<file path="src/rtl/z80_bitop_rmw_unit.sv">
// z80_bitop_rmw_unit
// Read-modify-write engine for the Z80 BIT / SET / RES instructions on a
// memory operand addressed by (HL) or (IX+d)/(IY+d). One request is taken in
// IDLE; the effective address is latched, the operand is read, modified and,
// for SET/RES, written back. Flags and the final value are reported with a
// one-cycle done pulse.
//
// Optional feature macro: Z80_UNDOC_INDEXED_COPY_EN
//   Defined   : indexed SET/RES also copy the result into register reg_sel
//               (undocumented DDCB/FDCB behaviour) via reg_we / reg_wsel.
//   Undefined : reg_we and reg_wsel are tied to zero.
module z80_bitop_rmw_unit #(
  parameter int DATA_W = 8,
  parameter int ADDR_W = 16,
  localparam int BIT_W = $clog2(DATA_W)
) (
  input  logic              clk,
  input  logic              reset,
  input  logic              start,
  input  logic [1:0]        op,
  input  logic [BIT_W-1:0]  bit_sel,
  input  logic              indexed,
  input  logic [ADDR_W-1:0] base_addr,
  input  logic [7:0]        disp,
  input  logic [2:0]        reg_sel,
  output logic              busy,
  output logic              mem_req,
  output logic              mem_we,
  output logic [ADDR_W-1:0] mem_addr,
  output logic [DATA_W-1:0] mem_wdata,
  input  logic [DATA_W-1:0] mem_rdata,
  input  logic              mem_ack,
  output logic              done,
  output logic              err,
  output logic              flag_z,
  output logic [DATA_W-1:0] result,
  output logic              reg_we,
  output logic [2:0]        reg_wsel
);

  // Operation encodings as delivered by the decoder.
  localparam logic [1:0] OP_BIT = 2'b00;
  localparam logic [1:0] OP_RES = 2'b01;
  localparam logic [1:0] OP_SET = 2'b10;
  localparam logic [1:0] OP_ILL = 2'b11;

  typedef enum logic [1:0] {
    IDLE = 2'b00,
    RD   = 2'b01,
    WR   = 2'b10,
    DONE = 2'b11
  } state_t;

  state_t              state_reg;
  state_t              state_next;

  logic [1:0]          op_reg;
  logic [BIT_W-1:0]    bit_reg;
  logic [ADDR_W-1:0]   addr_reg;
  logic [DATA_W-1:0]   wdata_reg;
  logic                flag_z_reg;
  logic [DATA_W-1:0]   result_reg;

  logic [ADDR_W-1:0]   disp_ext;
  logic [ADDR_W-1:0]   eff_addr;
  logic [DATA_W-1:0]   bit_mask;
  logic                accept;

  // Effective address: displacement is sign-extended and the sum wraps
  // naturally at the address width.
  assign disp_ext = {{(ADDR_W-8){disp[7]}}, disp};
  assign eff_addr = indexed ? (base_addr + disp_ext) : base_addr;

  // One-hot mask for the latched bit index.
  assign bit_mask = {{(DATA_W-1){1'b0}}, 1'b1} << bit_reg;

  // A request is only taken while idle; start is ignored at all other times.
  assign accept = (state_reg == IDLE) && start;

  // State register; reset lands in IDLE immediately, which drops mem_req
  // and busy combinationally without waiting for a clock edge.
  always_ff @(posedge clk or posedge reset) begin
    if (reset) begin
      state_reg <= IDLE;
    end else begin
      state_reg <= state_next;
    end
  end

  // Next-state and bus/handshake outputs, all decoded from the current state.
  always_comb begin
    state_next = state_reg;
    busy       = 1'b0;
    mem_req    = 1'b0;
    mem_we     = 1'b0;
    done       = 1'b0;
    err        = 1'b0;
    case (state_reg)
      IDLE: begin
        if (start) begin
          state_next = (op == OP_ILL) ? DONE : RD;
        end
      end
      RD: begin
        busy    = 1'b1;
        mem_req = 1'b1;
        if (mem_ack) begin
          state_next = (op_reg == OP_BIT) ? DONE : WR;
        end
      end
      WR: begin
        busy    = 1'b1;
        mem_req = 1'b1;
        mem_we  = 1'b1;
        if (mem_ack) begin
          state_next = DONE;
        end
      end
      DONE: begin
        busy       = 1'b1;
        done       = 1'b1;
        err        = (op_reg == OP_ILL);
        state_next = IDLE;
      end
      default: begin
        state_next = IDLE;
      end
    endcase
  end

  // Request capture: operation, bit index and address are frozen at accept
  // so the bus address stays stable through any number of wait states.
  always_ff @(posedge clk or posedge reset) begin
    if (reset) begin
      op_reg   <= OP_BIT;
      bit_reg  <= '0;
      addr_reg <= '0;
    end else if (accept) begin
      op_reg   <= op;
      bit_reg  <= bit_sel;
      addr_reg <= eff_addr;
    end
  end

  // Read capture and modify: BIT updates the flag and result directly,
  // SET/RES precompute the write data so it is stable for the whole WR phase.
  always_ff @(posedge clk or posedge reset) begin
    if (reset) begin
      wdata_reg  <= '0;
      flag_z_reg <= 1'b0;
      result_reg <= '0;
    end else begin
      if ((state_reg == RD) && mem_ack) begin
        if (op_reg == OP_BIT) begin
          flag_z_reg <= ~mem_rdata[bit_reg];
          result_reg <= mem_rdata;
        end else if (op_reg == OP_SET) begin
          wdata_reg <= mem_rdata | bit_mask;
        end else begin
          wdata_reg <= mem_rdata & ~bit_mask;
        end
      end
      if ((state_reg == WR) && mem_ack) begin
        result_reg <= wdata_reg;
      end
    end
  end

  assign mem_addr  = addr_reg;
  assign mem_wdata = wdata_reg;
  assign flag_z    = flag_z_reg;
  assign result    = result_reg;

`ifdef Z80_UNDOC_INDEXED_COPY_EN
  logic [2:0] rsel_reg;
  logic       copy_reg;

  // Copy-to-register qualification is decided at accept: only indexed
  // SET/RES whose target is a real register (not the (HL) slot 110).
  always_ff @(posedge clk or posedge reset) begin
    if (reset) begin
      rsel_reg <= 3'b000;
      copy_reg <= 1'b0;
    end else if (accept) begin
      rsel_reg <= reg_sel;
      copy_reg <= indexed && ((op == OP_RES) || (op == OP_SET)) &&
                  (reg_sel != 3'b110);
    end
  end

  assign reg_we   = (state_reg == DONE) && copy_reg;
  assign reg_wsel = rsel_reg;
`else
  logic unused_reg_sel;

  // Register copy disabled: the selector input has no consumer.
  assign unused_reg_sel = ^reg_sel;
  assign reg_we         = 1'b0;
  assign reg_wsel       = 3'b000;
`endif

endmodule

</file>
<file path="config.mk">
export PLATFORM = sky130hd
export DESIGN_NAME = z80_bitop_rmw_unit
export DESIGN_NICKNAME = d
export VERILOG_FILES = /design/src/rtl/z80_bitop_rmw_unit.sv
export SDC_FILE = /design/constraint.sdc
export NUM_CORES = 1
export LEC_CHECK = 0
export ABC_AREA = 1
export CORE_MARGIN = 4
export CORE_UTILIZATION = 46
export CTS_BUF_LIST = sky130_fd_sc_hd__clkbuf_8 sky130_fd_sc_hd__clkbuf_16
export DETAILED_ROUTE_END_ITERATION = 7
export GPL_ROUTABILITY_DRIVEN = 0
export PLACE_DENSITY = 0.78
export SLEW_MARGIN = 20
export SYNTH_ARGS = -nofsm -noshare
export SYNTH_HDL_FRONTEND = slang
export SYNTH_SLANG_ARGS = --single-unit
export TNS_END_PERCENT = 5
</file>
<file path="constraint.sdc">
create_clock -name clk -period 3.05 [get_ports clk]
set_input_delay 0.61 -clock clk [delete_from_list [all_inputs] [get_ports clk]]
set_output_delay 0.61 -clock clk [all_outputs]
set_load 0.1 [all_outputs]
</file>
==> flow_summary_export.csv, run 1 <==
group,metric,value,unit
floorplanning,die_area,7860,um2
finish,largest_register_ffs,16,
setup_path,max_stage_delay,0.65,ns
global_route,grt.overflow.total,0,
sta,tightest_slew,0.538,ns
setup_path,arrival,2.55,ns
floorplanning,die_w,88.6,um
setup_path,startpoint_type,"input port",
floorplanning,pin_count,87,
synthesis,synth_common_cells,"130 x nand2_1, 54 x inv_1, 54 x nor2_1",
setup_path,critPathMaxFanout,9,
sta,slew_viol_final,0,
setup_path,crit_path_end_kind,"flop",
setup_path,crit_type,"input port to flop",
synthesis,ys.flop_type,"dfrtp_1",
run,drv_cap,0,
synthesis,yosys_warnings,0,
synthesis,mappedNetlistArea,2990,um2
sta,finalClockSkew,0.00863,ns
route,detail-route-antenna-nets,0,
route,drt-total-wl,7640,um
synthesis,synthDistinctLibCells,33,
synthesis,ys_ff_latch,40,
clock_tree,max-clock-path-buffers,2,
clock_tree,post_cts_buffers,0,
setup_path,worstPathCellList,"clkdlybuf4s50_1 -> ha_1 -> nand2_1 -> inv_1 -> nand2_1 -> nor3_1 -> nand2_1 -> nand3_1 -> nand3_1 -> nand2_1 -> nand2_1",
synthesis,synthCells,445,
route,dr.pass1.iters,5,
route,route.vias.total,3050,
synthesis,netlist_top_cells_area,"dfrtp_1 33%, nand2_1 16%, ha_1 8.4%, inv_1 6.8%, nor2_1 6.8%",
sta,rsz0062_at_grt,"no",
finish,antennaDiodeCount,0,
sta,hold_viol_final,0,
setup_path,crit_top_cell,"nand2_1",
clock_tree,cts_buffers,5,
global_route,grt_pass1_vias,2900,
min_path,hp-class,"flop to flop",
synthesis,yosysMostFrequentCell,"nand2_1",
synthesis,synth_top_area_share,0.335,
clock_tree,htreeDepth,2,
floorplanning,coreArea,6350,um2
finish,area.growth.synth_to_final,28.3,%
floorplanning,start_util,0.471,
setup_path,crit_end,"mem_addr[15]",
finish,stdcell_count,602,
route,via_per_inst,5.07,
synthesis,synth_edf_count,0,
setup_path,r2r-start,"state_reg[0]",
finish,finish.utilization,0.605,
clock_tree,clockRootBuffer,"clkbuf_8",
clock_tree,cts_resized,0,
clock_tree,clkSlewWorstSetupHoldPaths,0.08,ns
place,hpwl,5930,um
sta,maxSlewHeadroom,0.639,
status,status,"finished clean",
synthesis,async_flop_share,1.00,
sta,setup_viol,0,
finish,stdcell_area,3840,um2
finish,nNetsFinal,590,
synthesis,yosysTopAreaCell,"dfrtp_1",
sta,min_period_over_period,0.774,
global_route,grt_pass1_wl,13000,um
synthesis,synth.yosys.seq_area_share,0.335,
global_route,grt_use_total,0.204,
sta,setup-tns-final,0,ns
setup_path,r2r_end,"result[1]",
synthesis,syn_avg_cell_area,6.72,um2
clock_tree,cts_tree,"built",
route,wl_per_cell,12.7,um
setup_path,reg2reg_slack,1.33,ns
sta,max_freq,0.424,GHz
setup_path,crit_start,"disp[7]",
setup_path,cp_slowest_cell,"clkdlybuf4s50_1",
floorplanning,rows,29,
finish,drive_above_1_share,0.107,
clock_tree,insertion_delay,0.29,ns
setup_path,reg2reg_depth,6,
setup_path,cp.required,3.24,ns
place,dpl.cell_count,594,
global_route,antenna_found_initial,0,
place,place_area,3730,um2
sta,post-route-min-period,2.36,ns
floorplanning,die_h,88.6,um
route,drc,0,
clock_tree,cts.sinks,40,
clock_tree,postCtsHoldBufs,0,
place,numPortBuffers,79,
global_route,grt_max_degree,41,
route,dr.first_iter.drc_count,234,
==> routing by layer <==
| layer | global-route usage | part of all wire | vias up |
|---|---|---|---|
| met3 | 0.0400 | 0.068 | 9 |
| met5 | 0 | 0 | - |
| li1 | - | - | 1588 |
| met4 | 0.0412 | 0.010 | 0 |
| met2 | 0.337 | 0.45 | 88 |
| met1 | 0.279 | 0.47 | 1365 |
==> per-stage QoR <==
stage / worst slack (ns) / hold slack [ns]
3_3_place_gp: 0.449 / 0.472
5_1_grt: 0.471 / 0.519
2_1_floorplan: 0.300 / 0.532
6_report: 0.691 / 0.491
3_5_place_dp: 0.406 / 0.466
4_1_cts: 0.701 / 0.494
==> critical path: cells and delay by family <==
family	cells	cell delay, ns
buf+inv	2	0.75
simple gates	8	0.67
fa+ha+maj	1	0.50
==> cells by family (layout without fill, tap and decap cells) <==
| group | count (synthesis) | after routing | synth area share |
|---|---|---|---|
| buffers and inverters | 70 | 147 | 0.104 |
| adders and majority gates | 21 | 21 | 0.0903 |
| xor gates and xnor gates | 3 | 3 | 0.00878 |
| AOI/OAI and AO/OA | 79 | 79 | 0.141 |
| DFF | 40 | 40 | 0.335 |
| other | 1 | 4 | 0.00125 |
| and+or+nand+nor | 231 | 231 | 0.320 |
==> cell usage in the layout, fill, tap and decap left out, types with 3 or more instances in the layout <==
| cell type | count |
|---|---|
| nand2_1 | 130 |
| inv_1 | 54 |
| nor2_1 | 53 |
| buf_4 | 42 |
| clkdlybuf4s50_1 | 41 |
| dfrtp_1 | 40 |
| o21ai_0 | 32 |
| a21oi_1 | 32 |
| nand3_1 | 27 |
| ha_1 | 20 |
| nor3_1 | 8 |
| a31oi_1 | 8 |
| clkbuf_8 | 5 |
| conb_1 | 4 |
| nand4_1 | 3 |
| o211ai_1 | 3 |
==> how the worst min path moves through the flow <==
| stage | to | startpoint | slack [ns] | depth (start not counted) |
|---|---|---|---|---|
| 6_report | mem_addr[13] | mem_addr[13] | 0.49 | 2 |
| 5_1_grt | mem_addr[12] | mem_addr[12] | 0.52 | 2 |
| 4_1_cts | flag_z | flag_z | 0.49 | 2 |
| 3_5_place_dp | mem_addr[13] | mem_addr[13] | 0.47 | 2 |
| 3_3_place_gp | mem_addr[15] | mem_addr[15] | 0.47 | 2 |
| 2_1_floorplan | state_reg[0] | state_reg[0] | 0.53 | 2 |
==> cell type report <==
class / instances / area, um2
Multi-Input combinational cell: 338 / 1690
Inverter: 56 / 210
Timing Repair Buffer: 83 / 726
Sequential cell: 40 / 1000
Clock inverter: 3 / 42.5
Clock buffer: 5 / 68.8
Tap cell: 77 / 96.3
Fill cell: 591 / 2510
Power of run 1 is not shown: default switching activity piles up to over one toggle a cycle in this logic, so the estimate is an artifact.
==> run 2: changes to the inputs <==
--- a/config.mk
+++ b/config.mk
@@ -7,7 +7,7 @@
 export LEC_CHECK = 0
 export ABC_AREA = 1
 export CORE_MARGIN = 4
-export CORE_UTILIZATION = 46
+export CORE_UTILIZATION = 44
 export CTS_BUF_LIST = sky130_fd_sc_hd__clkbuf_8 sky130_fd_sc_hd__clkbuf_16
 export DETAILED_ROUTE_END_ITERATION = 7
 export GPL_ROUTABILITY_DRIVEN = 0
==> constraint.sdc (replaced) <==
create_clock -name clk -period 2.06 [get_ports clk]
set_input_delay 0.412 -clock clk [delete_from_list [all_inputs] [get_ports clk]]
set_output_delay 0.412 -clock clk [all_outputs]
set_load 0.1 [all_outputs]
==> run 2 against run 1 <==
Global-route usage shrank 0.17 points. Via count increased by 3.5%. Register-to-register slack worse by 1.0 ns.
==> flow_summary_export.csv, run 2 (synthesis results as in run 1) <==
group,metric,value,unit
status,status,"finished clean",
setup_path,max_stage_delay,0.45,ns
floorplanning,start_util,0.463,
finish,antennaDiodeCount,0,
setup_path,crit_top_cell,"nand2_1",
clock_tree,cts.sinks,40,
clock_tree,htreeDepth,2,
clock_tree,clockRootBuffer,"clkbuf_8",
clock_tree,insertion_delay,0.30,ns
sta,rsz0062_at_grt,"yes",
floorplanning,pin_count,87,
setup_path,reg2reg_slack,0.31,ns
sta,post-route-min-period,1.96,ns
floorplanning,die_h,90.5,um
finish,layout_common_cells,"127 x nand2_1, 55 x buf_4, 54 x inv_1",
finish,mostFrequentLayoutCell,"nand2_1",
clock_tree,clkSlewWorstSetupHoldPaths,0.09,ns
setup_path,crit_path_end_kind,"flop",
finish,largest_register_ffs,16,
clock_tree,max-clock-path-buffers,2,
route,route.vias.total,3158,
setup_path,cp.required,2.26,ns
sta,finalClockSkew,0.00317,ns
sta,setup_viol,0,
setup_path,reg2reg_depth,6,
finish,register_area,1000,um2
sta,min_period_over_period,0.950,
setup_path,r2r_end,"mem_wdata[5]",
clock_tree,cts_tree,"built",
min_path,hold_end,"mem_addr[14]",
setup_path,r2r-start,"state_reg[1]",
sta,slew_viol_final,0,
route,dr.first_iter.drc_count,183,
setup_path,arrival,2.16,ns
run,drv_cap,0,
min_path,min_path_cells,2,
floorplanning,die_w,90.5,um
finish,nNetsFinal,608,
finish,n_fill_cell,616,
route,dr.pass1.iters,4,
min_path,hp-class,"flop to flop",
floorplanning,coreArea,6460,um2
global_route,grt_max_degree,41,
sta,hold_viol_final,0,
finish,drive_above_1_share,0.153,
route,wl_per_cell,13.2,um
place,hpwl,6340,um
route,drt-total-wl,8150,um
route,detail-route-antenna-nets,0,
min_path,hold_start,"mem_addr[14]",
setup_path,cp_slowest_cell,"clkdlybuf4s50_1",
sta,maxSlewHeadroom,0.644,
floorplanning,die_area,8180,um2
finish,multiInputGateArea,1730,um2
global_route,grt_pass1_vias,3080,
global_route,grt_use_total,0.203,
global_route,grt_pass1_wl,13800,um
floorplanning,rows,29,
setup_path,worstPathCellList,"clkdlybuf4s50_1 -> buf_4 -> ha_1 -> nand2_1 -> inv_1 -> nand2_1 -> nand2_1 -> a21oi_1 -> nand2_1 -> nand2_1 -> nand3_1 -> nand2_1 -> nand2_1",
place,numPortBuffers,79,
route,via_per_inst,5.09,
global_route,grt.overflow.total,0,
setup_path,critPathMaxFanout,9,
sta,tightest_slew,0.534,ns
route,drc,0,
setup_path,startpoint_type,"input port",
finish,area.growth.synth_to_final,36.3,%
finish,finish.utilization,0.631,
clock_tree,cts_buffers,5,
setup_path,crit_type,"input port to flop",
global_route,antenna_found_initial,0,
sta,max_freq,0.511,GHz
==> run 2: repair_timing <==
item                       4_1_cts  5_1_grt
buffers inserted                 0        0
hold buffers                     0        0
gates resized for setup          0        8
setup endpoints to repair        0        9
==> run 2: worst max-delay path by stage <==
stage                 startpoint      endpoint  cells past startpoint
floorplan           state_reg[0]     result[7]                      8
global placement    base_addr[0]  mem_addr[14]                     13
detailed placement  base_addr[0]  mem_addr[14]                     13
CTS                 base_addr[0]  mem_addr[14]                     13
global route             disp[7]  mem_addr[13]                     12
finish                   disp[7]  mem_addr[13]                     13
==> run 2: metal layers <==
layer,part of all wire,vias to the layer above,GRT usage
met1,0.45,1427,0.261
li1,-,1624,-
met4,0.017,0,0.0778
met2,0.47,93,0.334
met5,0,-,0
met3,0.063,14,0.0417
==> run 2: layout make-up <==
| type | count | share of cell area |
|---|---|---|
| Sequential cell | 40 | 0.245 |
| Clock buffer | 6 | 0.0203 |
| Clock inverter | 2 | 0.00951 |
| Tap cell | 77 | 0.0236 |
| Inverter | 56 | 0.0515 |
| Multi-Input combinational cell | 338 | 0.423 |
| Timing Repair Buffer | 101 | 0.226 |
==> run 2: critical path: cells and delay by family <==
kind / cells / cell delay (ns)
compound gates: 1 / 0.15
fa+ha+maj: 1 / 0.30
buf+inv: 3 / 0.68
simple gates: 8 / 0.61
==> run 2: metrics by stage <==
stage                     cells  area (um2)  setup TNS (ns)  hold WS [ns]  setup slack (ns)
after detailed placement    612        3930           -2.63         0.467            -0.312
after global placement      612        3930           -1.84         0.471            -0.222
after global routing        620        4080         -0.0986         0.519           -0.0572
after floorplan             448        3010           -1.34         0.533            -0.214
after CTS                   620        4050               0         0.500           0.00111
final                       620        4080               0         0.494             0.103
Power of run 2 is left out for the same reason.
==> run 3: changes to the inputs <==
--- a/config.mk
+++ b/config.mk
@@ -11,9 +11,9 @@
 export CTS_BUF_LIST = sky130_fd_sc_hd__clkbuf_8 sky130_fd_sc_hd__clkbuf_16
 export DETAILED_ROUTE_END_ITERATION = 7
 export GPL_ROUTABILITY_DRIVEN = 0
+export HOLD_SLACK_MARGIN = 0.08
 export PLACE_DENSITY = 0.78
 export SLEW_MARGIN = 20
 export SYNTH_ARGS = -nofsm -noshare
 export SYNTH_HDL_FRONTEND = slang
 export SYNTH_SLANG_ARGS = --single-unit
-export TNS_END_PERCENT = 5
==> run 3 against run 2 <==
Critical path depth did not move. Sequential cell count stayed put. Global-route usage decreased by 0.54 points. Via count up 0.32%. Fmax rose by 1.8%. Clock skew rose by 0.0028 ns. Wire length fell by 0.86%. Sequential share of layout area decreased by 0.25 points.
==> flow_summary_export.csv, run 3 (synthesis results as in run 1) <==
group,metric,value,unit
finish,drive_above_1_share,0.163,
sta,finalClockSkew,0.00600,ns
setup_path,worstPathCellList,"clkdlybuf4s50_1 -> ha_2 -> fa_2 -> nand2_1 -> nand2_1 -> nand3b_1 -> nand2_2 -> nand2_1 -> nand2_1 -> nand2_1 -> nand3_1 -> nand2_1 -> nand2_1",
floorplanning,pin_count,87,
setup_path,reg2reg_depth,6,
setup_path,startpoint_type,"input port",
global_route,grt_pass1_vias,3014,
global_route,grt.overflow.total,0,
sta,hold_viol_final,0,
place,numPortBuffers,79,
setup_path,cp.required,2.26,ns
setup_path,crit_start,"base_addr[0]",
status,status,"finished clean",
clock_tree,htreeDepth,2,
route,drt-total-wl,8080,um
global_route,antenna_found_initial,0,
finish,nNetsFinal,611,
setup_path,crit_type,"input port to flop",
setup_path,cp_slowest_cell,"clkdlybuf4s50_1",
setup_path,max_stage_delay,0.43,ns
setup_path,crit_cells,13,
setup_path,critPathMaxFanout,4,
sta,setup_viol,0,
floorplanning,start_util,0.463,
sta,setup_ws,0.137,ns
route,detail-route-antenna-nets,0,
finish,register_area,1000,um2
clock_tree,cts.sinks,40,
min_path,hold_end,"mem_addr[15]",
route,dr.pass1.iters,5,
floorplanning,die_h,90.5,um
sta,maxSlewHeadroom,0.648,
sta,tightest_slew,0.528,ns
route,via_per_inst,5.09,
finish,mostFrequentLayoutCell,"nand2_1",
min_path,hp-class,"flop to flop",
route,drc,0,
setup_path,reg2reg_slack,0.35,ns
sta,max_freq,0.520,GHz
setup_path,crit_path_end_kind,"flop",
min_path,min_path_cells,2,
finish,n_fill_cell,586,
setup_path,path_buf_inv,1,
run,drv_cap,0,
finish,layout_common_cells,"125 x nand2_1, 57 x buf_4, 54 x inv_1",
setup_path,r2r_end,"mem_wdata[5]",
floorplanning,die_w,90.5,um
setup_path,crit_family,"simple AND/OR/NAND/NOR gates",
clock_tree,cts_buffers,5,
clock_tree,clockRootBuffer,"clkbuf_8",
route,dr.first_iter.drc_count,194,
sta,rsz0062_at_grt,"no",
clock_tree,clkSlewWorstSetupHoldPaths,0.09,ns
floorplanning,coreArea,6460,um2
route,route.vias.total,3168,
clock_tree,max-clock-path-buffers,2,
finish,multiInputGateArea,1750,um2
place,hpwl,6260,um
min_path,hold_start,"mem_addr[15]",
floorplanning,rows,29,
finish,antennaDiodeCount,0,
global_route,grt_pass1_wl,13700,um
setup_path,arrival,2.12,ns
finish,area.growth.synth_to_final,37.7,%
finish,largest_register_ffs,16,
setup_path,crit_top_cell,"nand2_1",
route,wl_per_cell,13.0,um
global_route,grt_max_degree,41,
sta,min_period_over_period,0.934,
global_route,grt_use_total,0.197,
floorplanning,die_area,8180,um2
sta,slew_viol_final,0,
place,dp_slack,-0.291,ns
clock_tree,cts_tree,"built",
sta,post-route-min-period,1.92,ns
setup_path,r2r-start,"state_reg[1]",
clock_tree,insertion_delay,0.29,ns
run 3: cell types whose count changed in the layout (fill, tap and decap cells not counted), sizes merged:
cell,before,now
buf,60,63
clkbuf,6,5
clkinvlp,0,1
run 3: layout make-up:
type                       count  area share
inverter                      56      0.0510
multi-input combinational    338       0.425
tap                           77      0.0234
clock buffer                   5      0.0167
timing repair buffer         104       0.231
sequential                    40       0.243
clock inverter                 3      0.0103
run 3: metrics by stage:
| step | area, um2 | utilization | hold slack (ns) | setup TNS [ns] | cells |
|---|---|---|---|---|---|
| after floorplan | 3020 | - | 0.533 | 0 | 448 |
| after global placement | 3960 | 0.613 | 0.472 | -1.84 | 615 |
| after detailed placement | 3960 | 0.613 | 0.470 | -2.40 | 615 |
| after CTS | 4070 | 0.630 | 0.498 | 0 | 623 |
| after global routing | 4120 | 0.638 | 0.531 | 0 | 623 |
| final | 4120 | 0.638 | 0.492 | 0 | 623 |
run 3: how the worst max path moves through the flow:
stage	to	slack [ns]
global route	mem_addr[12]	0.003
floorplan	err	0.08
CTS	mem_addr[12]	0.02
finish	mem_addr[14]	0.14
detailed placement	mem_addr[12]	-0.29
global placement	mem_addr[12]	-0.22
run 3: worst register-to-register path, stage by stage, from the launching register on:
cell	delay [ns]
dfrtp_1	0.42
inv_1	0.14
ha_1	0.25
nand2_4	0.10
nor2_1	0.38
o21ai_0	0.14
o21ai_0	0.19
run 3: repair_timing:
item,4_1_cts,5_1_grt
gates resized for setup,1,10
hold buffers,0,0
endpoints found under the setup margin,1,8
cloned,0,0
pin swaps,0,1
buffers inserted,0,0
hold endpoints to repair,0,0
run 3: layer usage:
metal,vias up,track usage,part of all wire,wire length [um]
met2,92,0.336,0.47,3830
met3,6,0.0342,0.057,462
li1,1628,-,-,-
met4,0,0.0446,0.0069,56
met5,-,0,0,0
met1,1442,0.262,0.46,3740
Power of run 3 is left out for the same reason.
